===== config.mk =====
export PLATFORM = sky130hd
export DESIGN_NAME = fpga_clk_rst_seq
export DESIGN_NICKNAME = d
export VERILOG_FILES = /design/src/rtl/fpga_clk_rst_pkg.sv /design/src/rtl/fpga_sync_2ff.sv /design/src/rtl/fpga_clk_rst_seq.sv
export SDC_FILE = /design/constraint.sdc
export NUM_CORES = 1
export LEC_CHECK = 0
export CAP_MARGIN = 25
export CORE_ASPECT_RATIO = 1.25
export CORE_MARGIN = 2
export CORE_UTILIZATION = 28
export DETAILED_ROUTE_END_ITERATION = 16
export PLACE_DENSITY = 0.43
export RECOVER_POWER = 25
export SLEW_MARGIN = 10
export SYNTH_ARGS = -nofsm -noshare
export SYNTH_HDL_FRONTEND = slang
export SYNTH_SLANG_ARGS = --single-unit

===== constraint.sdc =====
create_clock -name fpga_clk_in -period 2.6 [get_ports fpga_clk_in]
set_clock_uncertainty 0.2 [all_clocks]
set_input_delay 0.52 -clock fpga_clk_in [delete_from_list [all_inputs] [get_ports fpga_clk_in]]
set_output_delay 0.52 -clock fpga_clk_in [all_outputs]
set_load 0.01 [all_outputs]

===== src/rtl/fpga_clk_rst_pkg.sv =====
// Shared definitions for the FPGA clock/reset sequencer.
//   state_t     : sequencer states HOLD / STRETCH / RELEASE / RUN
//   SYNC_STAGES : depth of every synchroniser in the block
//   clog2()     : index width helper, never returns less than 1
package fpga_clk_rst_pkg;

    localparam int SYNC_STAGES = 2;

    typedef enum logic [1:0] {
        ST_HOLD    = 2'd0,
        ST_STRETCH = 2'd1,
        ST_RELEASE = 2'd2,
        ST_RUN     = 2'd3
    } state_t;

    function automatic int clog2(input int n);
        int r;
        int v;
        r = 0;
        v = n - 1;
        while (v > 0) begin
            r = r + 1;
            v = v >> 1;
        end
        return (r < 1) ? 1 : r;
    endfunction

endpackage


===== src/rtl/fpga_sync_2ff.sv =====
// Generic multi-flop synchroniser (SYNC_STAGES deep) with a selectable
// reset value. Used for lock, board reset and software request paths.
// For a reset synchroniser tie d_i low and set RST_VAL=1: the output
// asserts asynchronously and clears SYNC_STAGES cycles after rst_i drops.
//   clk_i : destination clock
//   rst_i : asynchronous active-high reset
//   d_i   : asynchronous input
//   q_o   : synchronised output
module fpga_sync_2ff
    import fpga_clk_rst_pkg::*;
#(
    parameter logic RST_VAL = 1'b0
) (
    input  logic clk_i,
    input  logic rst_i,
    input  logic d_i,
    output logic q_o
);

    logic [SYNC_STAGES-1:0] sync_q;

    always_ff @(posedge clk_i or posedge rst_i) begin
        if (rst_i) begin
            sync_q <= {SYNC_STAGES{RST_VAL}};
        end else begin
            sync_q <= {sync_q[SYNC_STAGES-2:0], d_i};
        end
    end

    assign q_o = sync_q[SYNC_STAGES-1];

endmodule


===== src/rtl/fpga_clk_rst_seq.sv =====
// FPGA clock/reset block: synchronises the board reset and the PLL lock,
// stretches reset, then releases NUM_RST domains in ascending order with
// GAP_CYC cycles between releases. Also produces NUM_CE clock-enable
// strobes, ce_out[k] with period 2^((k+1)*CE_STEP), once rst_done is high.
// Optional feature macro: SW_RST_EN (software reset via sw_rst_req).
//   fpga_clk_in  : single clock for all logic
//   fpga_rst_in  : asynchronous active-high board reset
//   pll_locked   : lock indication, asynchronous
//   sw_rst_req   : software reset request (used only with SW_RST_EN)
//   fpga_rst_out : per-domain active-high reset, registered
//   rst_done     : every domain released
//   ce_out       : single-cycle clock-enable strobes
//   fsm_state    : sequencer state, for debug/observation
module fpga_clk_rst_seq
    import fpga_clk_rst_pkg::*;
#(
    parameter int NUM_RST     = 3,
    parameter int STRETCH_CYC = 16,
    parameter int GAP_CYC     = 4,
    parameter int NUM_CE      = 2,
    parameter int CE_STEP     = 2,
    parameter int CNT_W       = 8
) (
    input  logic               fpga_clk_in,
    input  logic               fpga_rst_in,
    input  logic               pll_locked,
    input  logic               sw_rst_req,
    output logic [NUM_RST-1:0] fpga_rst_out,
    output logic               rst_done,
    output logic [NUM_CE-1:0]  ce_out,
    output logic [1:0]         fsm_state
);

    localparam int IDX_W = clog2(NUM_RST);
    localparam int CE_W  = NUM_CE * CE_STEP;

    logic rst_s;
    logic lock_s;
    logic sw_rise;

    fpga_sync_2ff #(.RST_VAL(1'b1)) u_rst_sync (
        .clk_i (fpga_clk_in),
        .rst_i (fpga_rst_in),
        .d_i   (1'b0),
        .q_o   (rst_s)
    );

    fpga_sync_2ff #(.RST_VAL(1'b0)) u_lock_sync (
        .clk_i (fpga_clk_in),
        .rst_i (fpga_rst_in),
        .d_i   (pll_locked),
        .q_o   (lock_s)
    );

`ifdef SW_RST_EN
    logic sw_s;
    logic sw_prev_q;

    fpga_sync_2ff #(.RST_VAL(1'b0)) u_sw_sync (
        .clk_i (fpga_clk_in),
        .rst_i (fpga_rst_in),
        .d_i   (sw_rst_req),
        .q_o   (sw_s)
    );

    always_ff @(posedge fpga_clk_in or posedge fpga_rst_in) begin
        if (fpga_rst_in) begin
            sw_prev_q <= 1'b0;
        end else begin
            sw_prev_q <= sw_s;
        end
    end

    assign sw_rise = sw_s & ~sw_prev_q;
`else
    // Request input is kept on the port but has no effect in this build.
    assign sw_rise = sw_rst_req & 1'b0;
`endif

    state_t             state_q, state_d;
    logic [CNT_W-1:0]   cnt_q, cnt_d;
    logic [IDX_W-1:0]   idx_q, idx_d;
    logic [NUM_RST-1:0] rst_out_q, rst_out_d;
    logic               done_q, done_d;
    logic [CE_W-1:0]    ce_cnt_q, ce_cnt_d;
    logic [NUM_CE-1:0]  ce_q, ce_d;

    // Next-state logic. Lock loss (and a software request in RELEASE/RUN)
    // overrides every state, so it also wins over a release due this cycle.
    always_comb begin
        state_d   = state_q;
        cnt_d     = cnt_q;
        idx_d     = idx_q;
        rst_out_d = rst_out_q;
        done_d    = done_q;

        if (!lock_s ||
            (sw_rise && (state_q == ST_RELEASE || state_q == ST_RUN))) begin
            state_d   = ST_HOLD;
            cnt_d     = '0;
            idx_d     = '0;
            rst_out_d = '1;
            done_d    = 1'b0;
        end else begin
            case (state_q)
                ST_HOLD: begin
                    rst_out_d = '1;
                    done_d    = 1'b0;
                    cnt_d     = '0;
                    idx_d     = '0;
                    if (!rst_s) begin
                        state_d = ST_STRETCH;
                    end
                end
                ST_STRETCH: begin
                    if (cnt_q == CNT_W'(STRETCH_CYC - 1)) begin
                        state_d = ST_RELEASE;
                        cnt_d   = '0;
                        idx_d   = '0;
                    end else begin
                        cnt_d = cnt_q + CNT_W'(1);
                    end
                end
                ST_RELEASE: begin
                    // The domain drops on the first cycle of its slot; the
                    // remaining GAP_CYC-1 cycles of the slot are spacing.
                    if (cnt_q == '0) begin
                        rst_out_d[idx_q] = 1'b0;
                    end
                    if (idx_q == IDX_W'(NUM_RST - 1)) begin
                        state_d = ST_RUN;
                        done_d  = 1'b1;
                        cnt_d   = '0;
                    end else if (cnt_q == CNT_W'(GAP_CYC - 1)) begin
                        cnt_d = '0;
                        idx_d = idx_q + IDX_W'(1);
                    end else begin
                        cnt_d = cnt_q + CNT_W'(1);
                    end
                end
                ST_RUN: begin
                    done_d = 1'b1;
                end
                default: begin
                    state_d = ST_HOLD;
                end
            endcase
        end
    end

    // Clock-enable divider: counts only while done stays high, so the
    // first ce_out[0] strobe lands 2^CE_STEP cycles after rst_done rises.
    always_comb begin
        logic [CE_W-1:0] mask;
        mask = '0;
        ce_d = '0;
        if (done_q && done_d) begin
            ce_cnt_d = ce_cnt_q + CE_W'(1);
        end else begin
            ce_cnt_d = '0;
        end
        for (int k = 0; k < NUM_CE; k++) begin
            mask    = CE_W'((64'd1 << ((k + 1) * CE_STEP)) - 64'd1);
            ce_d[k] = done_q && done_d && ((ce_cnt_q & mask) == mask);
        end
    end

    always_ff @(posedge fpga_clk_in or posedge fpga_rst_in) begin
        if (fpga_rst_in) begin
            state_q   <= ST_HOLD;
            cnt_q     <= '0;
            idx_q     <= '0;
            rst_out_q <= '1;
            done_q    <= 1'b0;
            ce_cnt_q  <= '0;
            ce_q      <= '0;
        end else begin
            state_q   <= state_d;
            cnt_q     <= cnt_d;
            idx_q     <= idx_d;
            rst_out_q <= rst_out_d;
            done_q    <= done_d;
            ce_cnt_q  <= ce_cnt_d;
            ce_q      <= ce_d;
        end
    end

    assign fpga_rst_out = rst_out_q;
    assign rst_done     = done_q;
    assign ce_out       = ce_q;
    assign fsm_state    = state_q;

endmodule

# After elaboration in Yosys (flattened, before gate mapping)

Index checks and enable logic that the tools add are counted.

Register bits after elaboration: 26
Input bits: 4
Output and inout port bits: 8
Logic and storage cells: 65

$add $sub $neg: 3
$lt $le $gt $ge: 2
Equal/unequal tests: 16
Mux-type cells: 24
Bitwise logic cells: 2
Reductions and logical operators: 9

Operators by type and width:

| operator            | count |
|---|---|
| $mux 8              | 4 |
| $pmux 8 s3          | 1 |
| $ne 3x3->1 const B  | 7 |
| $mux 2              | 8 |
| $pmux 2 s3          | 2 |
| $add 8x1->8 const B | 1 |
| $eq 2x2->1 const B  | 4 |
| $eq 8x2->1 const B  | 1 |
| $eq 8x4->1 const B  | 1 |
| $logic_not 8->1     | 1 |
| $reduce_and 4->1    | 2 |
| $mux 3              | 2 |
| $pmux 3 s2          | 1 |
| $add 4x1->4 const B | 1 |
| $eq 4x4->1 const B  | 1 |
| $logic_and 1x1->1   | 4 |
| $mux 4              | 1 |
| $ne 4x4->1 const B  | 1 |
| $and 3x3->3         | 1 |
| $lt 2x3->1 const B  | 1 |
| $mux 1              | 3 |
| $not 3->3           | 1 |
| $pmux 1 s3          | 1 |
| $add 2x1->2 const B | 1 |
| other kinds (5)     | 5 |

# Depth between registers and ports, before layout

Gate-level depths: netlist (run 1).

Word-level depth: 9
Depth in mapped cells: 6

# Modules after synthesis

A second synthesis (run 1) with hierarchy kept.

Cells, all modules: 149
Area total of the unflattened synthesis: 1412.6 µm²

By module, submodules not included:

| module                      | instances | cells an instance | area an instance (µm²) | seq. area each (µm²) |
|---|---|---|---|---|
| fpga_clk_rst_seq            | 1         | 143               | 1302.5                 | 554.3 |
| fpga_sync_2ff (u_rst_sync)  | 1         | 3                 | 56.3                   | 52.6 |
| fpga_sync_2ff (u_lock_sync) | 1         | 3                 | 53.8                   | 50.0 |

# Worst setup path before layout (run 1)

OpenSTA, ideal clock, no wires.

Kind: flip-flop to flip-flop
From: register state_q[0], in the netlist fsm_state[0]
To: register idx_q[0]
Setup time: 0.125 ns
Arrival time: 1.810 ns
Data required time: 2.275 ns
Path slack: 0.465 ns
Stages on the path, launching flop included: 7
Clock period less this slack: 2.135 ns
Path through: dfrtp_1 -> inv_1 -> ha_1 -> nor3b_1 -> clkbuf_1 -> nor4_1 -> mux2_2

Longest elaborated chain between the ends: 3
Elaborated cells on any way between the ends: 10
Those cells by class: eq/ne: 6; mux: 2; reduce/logical: 2

RTL lines:

| what                                                        | line                    | RTL |
|---|---|---|
| start: declaration                                          | fpga_clk_rst_seq.sv:80  | `state_t state_q, state_d;` |
| start signal: assignment                                    | fpga_clk_rst_seq.sv:178 | `state_q <= state_d;` |
| $eq 2x2->1, or another cell as far along                    | fpga_clk_rst_seq.sv:105 | `case (state_q)` |
| $ne 4x4->1 (no line), or another cell as far along          | -                       |  |
| $reduce_and 4->1 (no line) / $mux 2 (equally long branches) | -                       |  |
| end signal: assignment                                      | fpga_clk_rst_seq.sv:180 | `idx_q <= idx_d;` |
| end: declaration                                            | fpga_clk_rst_seq.sv:82  | `logic [IDX_W-1:0] idx_q, idx_d;` |

Parallel ways exist; a longest one is shown, timed or not.
A chain may end at the register's enable or synchronous reset.

# Final worst setup path (run 1)

From: register cnt_q[7]
To: register idx_q[1]

Longest elaborated chain between the ends: 3
Elaborated cells on any way between the ends: 5
Those cells by class: eq/ne: 4; reduce/logical: 1

RTL lines:

| what                                            | line                                             | RTL |
|---|---|---|
| start: declaration                              | fpga_clk_rst_seq.sv:81                           | `logic [CNT_W-1:0] cnt_q, cnt_d;` |
| start signal: assignment                        | fpga_clk_rst_seq.sv:179                          | `cnt_q <= cnt_d;` |
| $eq 8x2->1 / $eq 8x4->1 (equally long branches) | fpga_clk_rst_seq.sv:134, fpga_clk_rst_seq.sv:116 |  |
| $ne 3x3->1 (no line)                            | -                                                |  |
| $reduce_and 4->1 (no line) *                    | -                                                |  |

Every way passes the cells marked *; elsewhere a longest branch is shown, timed or not.

==> reports/results.txt, run 1 <==
GRT met1 Usage: 13.3%
Simple-Gate Fraction of Synth Area: 21.6%
final period utilization: 83.5%
initial antenna violation count: 0
GRT overflow: 0
Max Buffers Root-to-Sink: 2
DR vias: 1038
core area: 0.00469 mm²
hold crit path type: flip-flop to flip-flop
synth top area cells: dfrtp_1, dfstp_2, ha_1, nand2_1, o21ai_0
H-tree Lvls: 1
Remaining DRCs: 0
RSZ-0062 raised after global routing: false
# fillers: 496
vias in the first global route: 986
drt wl/cell: 12.5 µm
crit end category: flip-flop
CTS Hold Bufs: 0
Critical Path Fanout Max: 4
first-pass GRT wire length: 4640 µm
drt first-iter violations: 50
Total Routed Length: 2650 µm
clk sinks: 26
power consumption: 1.11 mW
Tmin final: 2170 ps
Die ar.: 0.00541 mm²
post-synthesis xor/xnor area fraction: 1.94%
Layout Nets: 166
diodes inserted: 0
Primary FF master, synth: dfrtp_1
Port Buf Inserts: 10
Worst slew margin: 7.95%
sequential fraction of the synthesis area: 48.6%
gr usage total: 11.1%
most frequent cells in the layout: nand2_1, dfrtp_1, ha_1
clock latency on the worst-skew pair: 270 ps
Slew @ Worst Pin: 1380 ps
leading cell type in the layout, fill and taps excluded: nand2_1
DIE HEIGHT: 81.7 µm
Area Overhead vs Synth: 17.3%
pin count of the biggest net entering global routing: 27
Worst Path Arrival: 2130 ps
CTS Root Cell: clkbuf_8
post-route ant nets: 0
Synth cell types: 35
proportion of synthesized area in mux cells: 0.833%
Worst EP required: 2560 ps
Leak Pwr: 0.707 nW
CTS tree: done
Setup Slack @ Placement: 445 ps
GR Util met3: 1.64%
Max Slew Vio Count: 0
Post-synth EDFFs: 0
dpl cells: 207
# resized after CTS: 0
TritonRoute pass-1 iters: 4
postcts setup bufs: 0
Clk pin slew, worst setup/hold paths: 90 ps
gp weighted congestion: 0.716
Synth Register Bits: 26
Yosys warning count: 0
Mapped Cells: 137
GR Util met2: 19.6%
initial core utilization: 28.8%
asr flop ratio synth: 100%
critical path type: flip-flop to flip-flop
Num CTS Buffers: 3
Post-Synth Adder-Cell Area: 9.25%
Post-Syn Area: 0.00135 mm²
GRT busiest layer: met2
fmax: 0.460 GHz
Yosys top cell by area: dfrtp_1
Post-DP HPWL: 1970 µm
complex-gate fraction of the synthesized area: 15.0%
largest family of logic cells by synthesized area: simple AND/OR/NAND/NOR gates
Synth top area share: 38.9%
row count: 28
Avg Cell Area, Syn: 9.87 µm²
sum of negative setup slack: 0 ps
Hold Fails Final Rpt: 0
fraction of layout instances using a drive strength above 1: 8.61%
status: completed
P per Cell Area: 701 mW/mm²
die outline width: 66.2 µm
maxcap violations: 0
IO Count: 12
worst setup margin: 428 ps
Syn Nets: 151
vias per cell: 4.92
peak supply drop: 0.217 mV
Fin Hold WS: 160 ps
Setup crit start kind: flip-flop
Finish-stage setup viols: 0
Final Non-Filler Cells: 211
==> synthesized netlist by cell type, drive strengths merged (2+ instances only) <==
cell / n
nand2: 22
dfrtp: 21
ha: 10
nor2: 8
o21ai: 8
inv: 7
nand3: 6
dfstp: 5
a21o: 4
a21oi: 3
nor2b: 3
nor3: 3
nor3b: 3
nor4: 3
o22ai: 3
and2: 2
and3: 2
clkbuf: 2
nand2b: 2
o211a: 2
o211ai: 2
o21a: 2
xnor2: 2
==> layout make-up <==
cell class / instances / area [µm²] / share of cell area [%]
clock buffers: 4 / 55.1 / 3.47
inverters: 7 / 26.3 / 1.66
multi-input cells: 102 / 662 / 41.7
flip-flops and latches: 26 / 657 / 41.4
well taps: 60 / 75.1 / 4.73
repair buffers: 12 / 111 / 7.02
==> power by group <==
part / internal [mW] / switching, mW
sequential: 0.442 / 0.0429
clock: 0.135 / 0.127
combinational: 0.162 / 0.203
total: 0.739 / 0.373
==> state kept, by name, summed over array words and instances, names as in the netlist <==
signal and cells:
ce_cnt_q 4, u_lock_sync.sync_q 2, cnt_q 8, fsm_state 2, ce_out 2, fpga_rst_out 3
idx_q 2, rst_done 1, u_rst_sync.sync_q 2
==> metal layers <==
layer,wire [µm],vias to the layer above
met1,1180,503
met3,84,6
met4,45,0
met5,0,-
met2,1340,21
li1,-,508
==> cell families after synthesis <==
| group | Yosys count |
|---|---|
| AO/OA/AOI/OAI | 29 |
| XOR/XNOR | 3 |
| flip-flops | 26 |
| buffers and inverters | 9 |
| adder cells (fa/ha/maj) | 10 |
| multiplexers | 1 |
| AND/OR/NAND/NOR | 58 |
| other | 1 |
==> path summary, 6_finish.rpt <==
path                                                       from  depth (start not counted)                         endpoint  slack (ps)
worst max-delay path                       cnt_q[7]$_DFFE_PP0P_                          4             idx_q[1]$_DFFE_PP0P_         430
worst min-delay path            u_lock_sync.sync_q[0]$_DFF_PP0_                          0  u_lock_sync.sync_q[1]$_DFF_PP0_         160
worst max register to register             cnt_q[7]$_DFFE_PP0P_                          4             idx_q[1]$_DFFE_PP0P_         430
worst min register to register  u_lock_sync.sync_q[0]$_DFF_PP0_                          0  u_lock_sync.sync_q[1]$_DFF_PP0_         160
max in group asynchronous                           fpga_rst_in                          3             idx_q[1]$_DFFE_PP0P_         590
min in group asynchronous                           fpga_rst_in                          3  u_lock_sync.sync_q[1]$_DFF_PP0_         800
==> stage by stage <==
step	area [µm²]	util, %
floorplan	1350	-
global placement	1540	32.7
detailed placement	1540	32.7
CTS	1590	33.9
global route	1590	33.8
finish	1590	33.8
==> worst max-delay path: stages, from the launching register on <==
cell     delay (ps)
dfrtp_1         430
or4_4           570
o211a_1         260
a311o_1         350
a22o_2          270
Note: power is estimated with default switching activity, not from simulation.
==> inputs of run 2 (changes only) <==
- clock period: 2.6 -> 2.15 ns (I/O delays scaled with it)
==> run 2 against run 1 <==
  * Non-clock buffer count increased by 11
  * Register-to-register slack got worse by 320 ps
  * Critical path depth unchanged
  * Die area unchanged
  * Global-route usage grew 0.78 points
==> reports/results.txt, run 2 (same netlist as run 1, synthesis figures left out) <==
RSZ-0062 raised after global routing: false
final period utilization: 95.0% (+11 points)
IO Count: 12 (unchanged)
status: completed
GRT met1 Usage: 13.9% (+0.62 points)
clk sinks: 26 (unchanged)
Setup Slack @ Placement: 57.1 ps (-388 ps)
maxcap violations: 0 (unchanged)
clock latency on the worst-skew pair: 270 ps (about the same)
Worst EP required: 2120 ps (-440 ps)
DIE HEIGHT: 81.7 µm (unchanged)
most frequent cells in the layout: nand2_1, dfrtp_1, buf_4
Die ar.: 0.00541 mm² (unchanged)
power consumption: 1.50 mW (+35%)
Post-DP HPWL: 2070 µm (+5.2%)
Worst Path Arrival: 2010 ps (-120 ps)
Port Buf Inserts: 10 (unchanged)
fraction of layout instances using a drive strength above 1: 17.3% (+8.7 points)
Hold Startpoint: u_lock_sync.sync_q[0]$_DFF_PP0_
Critical Path Fanout Max: 4 (unchanged)
drt first-iter violations: 62 (+24%)
fin util: 36.2% (+2.4 points)
CTS tree: done
Biggest register: cnt_q
pin count of the biggest net entering global routing: 27 (unchanged)
CTS Hold Bufs: 0 (unchanged)
hold crit path type: flip-flop to flip-flop
post-route ant nets: 0 (unchanged)
RR Endpoint: idx_q[0]$_DFFE_PP0P_
P per Cell Area: 884 mW/mm² (+26%)
sum of negative setup slack: 0 ps (unchanged)
Remaining DRCs: 0 (unchanged)
row count: 28 (unchanged)
Worst Reg-to-Reg Cells: 4 (unchanged)
worst setup margin: 107 ps (-321 ps)
Slew @ Worst Pin: 665 ps (-716 ps)
# fillers: 497 (+0.20%)
core area: 0.00469 mm² (unchanged)
peak supply drop: 0.343 mV (+58%)
GRT overflow: 0 (unchanged)
Area Overhead vs Synth: 25.7%
initial core utilization: 28.8% (unchanged)
launching point of the worst reg2reg path: cnt_q[7]$_DFFE_PP0P_
Max Buffers Root-to-Sink: 2 (unchanged)
Tmin final: 2040 ps (-129 ps)
Num CTS Buffers: 3 (unchanged)
TritonRoute pass-1 iters: 4 (unchanged)
gp weighted congestion: 0.747 (+4.3%)
diodes inserted: 0 (unchanged)
GR Util met3: 1.78% (+0.14 points)
WHS Path Cells: 0 (unchanged)
vias in the first global route: 1107 (+12%)
drt wl/cell: 12.8 µm (+1.8%)
Layout Nets: 177 (+6.6%)
leading cell type in the layout, fill and taps excluded: nand2_1
Finish-stage setup viols: 0 (unchanged)
Setup crit start kind: flip-flop
crit end category: flip-flop
initial antenna violation count: 0 (unchanged)
number of flip-flops in the largest register: 8 (unchanged)
fmax: 0.490 GHz (+6.3%)
vias per cell: 4.85 (-1.5%)
DR vias: 1076 (+3.7%)
Max Slew Vio Count: 0 (unchanged)
Leak Pwr: 0.781 nW (+11%)
CTS Root Cell: clkbuf_8
GR Util met2: 21.5% (+1.9 points)
H-tree Lvls: 1 (unchanged)
flop-to-flop setup slack: 110 ps (-320 ps)
critical path type: flip-flop to flip-flop
Clk pin slew, worst setup/hold paths: 100 ps (about the same)
first-pass GRT wire length: 4930 µm (+6.3%)
gr usage total: 11.9% (+0.78 points)
Hold Fails Final Rpt: 0 (unchanged)
Worst slew margin: 55.7% (+48 points)
die outline width: 66.2 µm (unchanged)
Hold EP: u_lock_sync.sync_q[1]$_DFF_PP0_
GRT busiest layer: met2
Total Routed Length: 2840 µm (+7.1%)
-- run 2: cell count changes in the layout (fill, tap and decap cells not counted), sizes merged --
cell | previous run | this run
buf | 1 | 12
bufinv | 0 | 1
clkbuf | 5 | 4
clkdlybuf4s50 | 9 | 8
dlygate4sd3 | 1 | 2
-- run 2: worst max path at each step --
stage | start | to
floorplan | fsm_state[0]$_DFFE_PP0P_ | idx_q[0]$_DFFE_PP0P_
global placement | cnt_q[7]$_DFFE_PP0P_ | idx_q[0]$_DFFE_PP0P_
detailed placement | cnt_q[7]$_DFFE_PP0P_ | idx_q[0]$_DFFE_PP0P_
CTS | cnt_q[7]$_DFFE_PP0P_ | idx_q[1]$_DFFE_PP0P_
global route | cnt_q[7]$_DFFE_PP0P_ | idx_q[0]$_DFFE_PP0P_
finish | cnt_q[7]$_DFFE_PP0P_ | idx_q[0]$_DFFE_PP0P_
-- run 2: worst max-delay path: stages, from the launching register on --
cell and delay (ps):
dfrtp_1 390, or4_4 550, o211a_1 240, a311o_1 290, mux2_2 260
-- run 2: repair_timing --
action | 4_1_cts | 5_1_grt
endpoints found under the setup margin | 0 | 5
hold endpoints to repair | 0 | 0
gates resized for setup | 0 | 3
buffers inserted | 0 | 0
-- run 2: where the power goes --
part,total (mW),leakage [nW],switching (mW),internal (mW)
clock network,0.419,0.0357,0.170,0.249
registers,0.559,0.339,0.0254,0.534
logic,0.524,0.406,0.280,0.244
-- run 2: area by class of cell --
class | instances | area [µm²] | share of cell area (%)
inverter | 7 | 26.3 | 1.55
clock buffer | 3 | 41.3 | 2.43
clock inverter | 1 | 30.0 | 1.77
multi-input combinational | 102 | 676 | 39.7
sequential | 26 | 657 | 38.6
tap | 60 | 75.1 | 4.42
timing repair buffer | 23 | 195 | 11.5
-- run 2: per-stage QoR --
stage	instance area (µm²)	hold slack [ps]	cells
after floorplan	1350	131	137
after global placement	1620	139	218
after detailed placement	1620	136	218
after CTS	1690	161	222
after global routing	1700	171	222
final	1700	157	222
-- run 2: routing by layer --
metal	part of all wire (%)	wire (µm)
met1	46	1300
met2	51	1450
met3	2.2	62
met4	0.92	26
met5	0	0
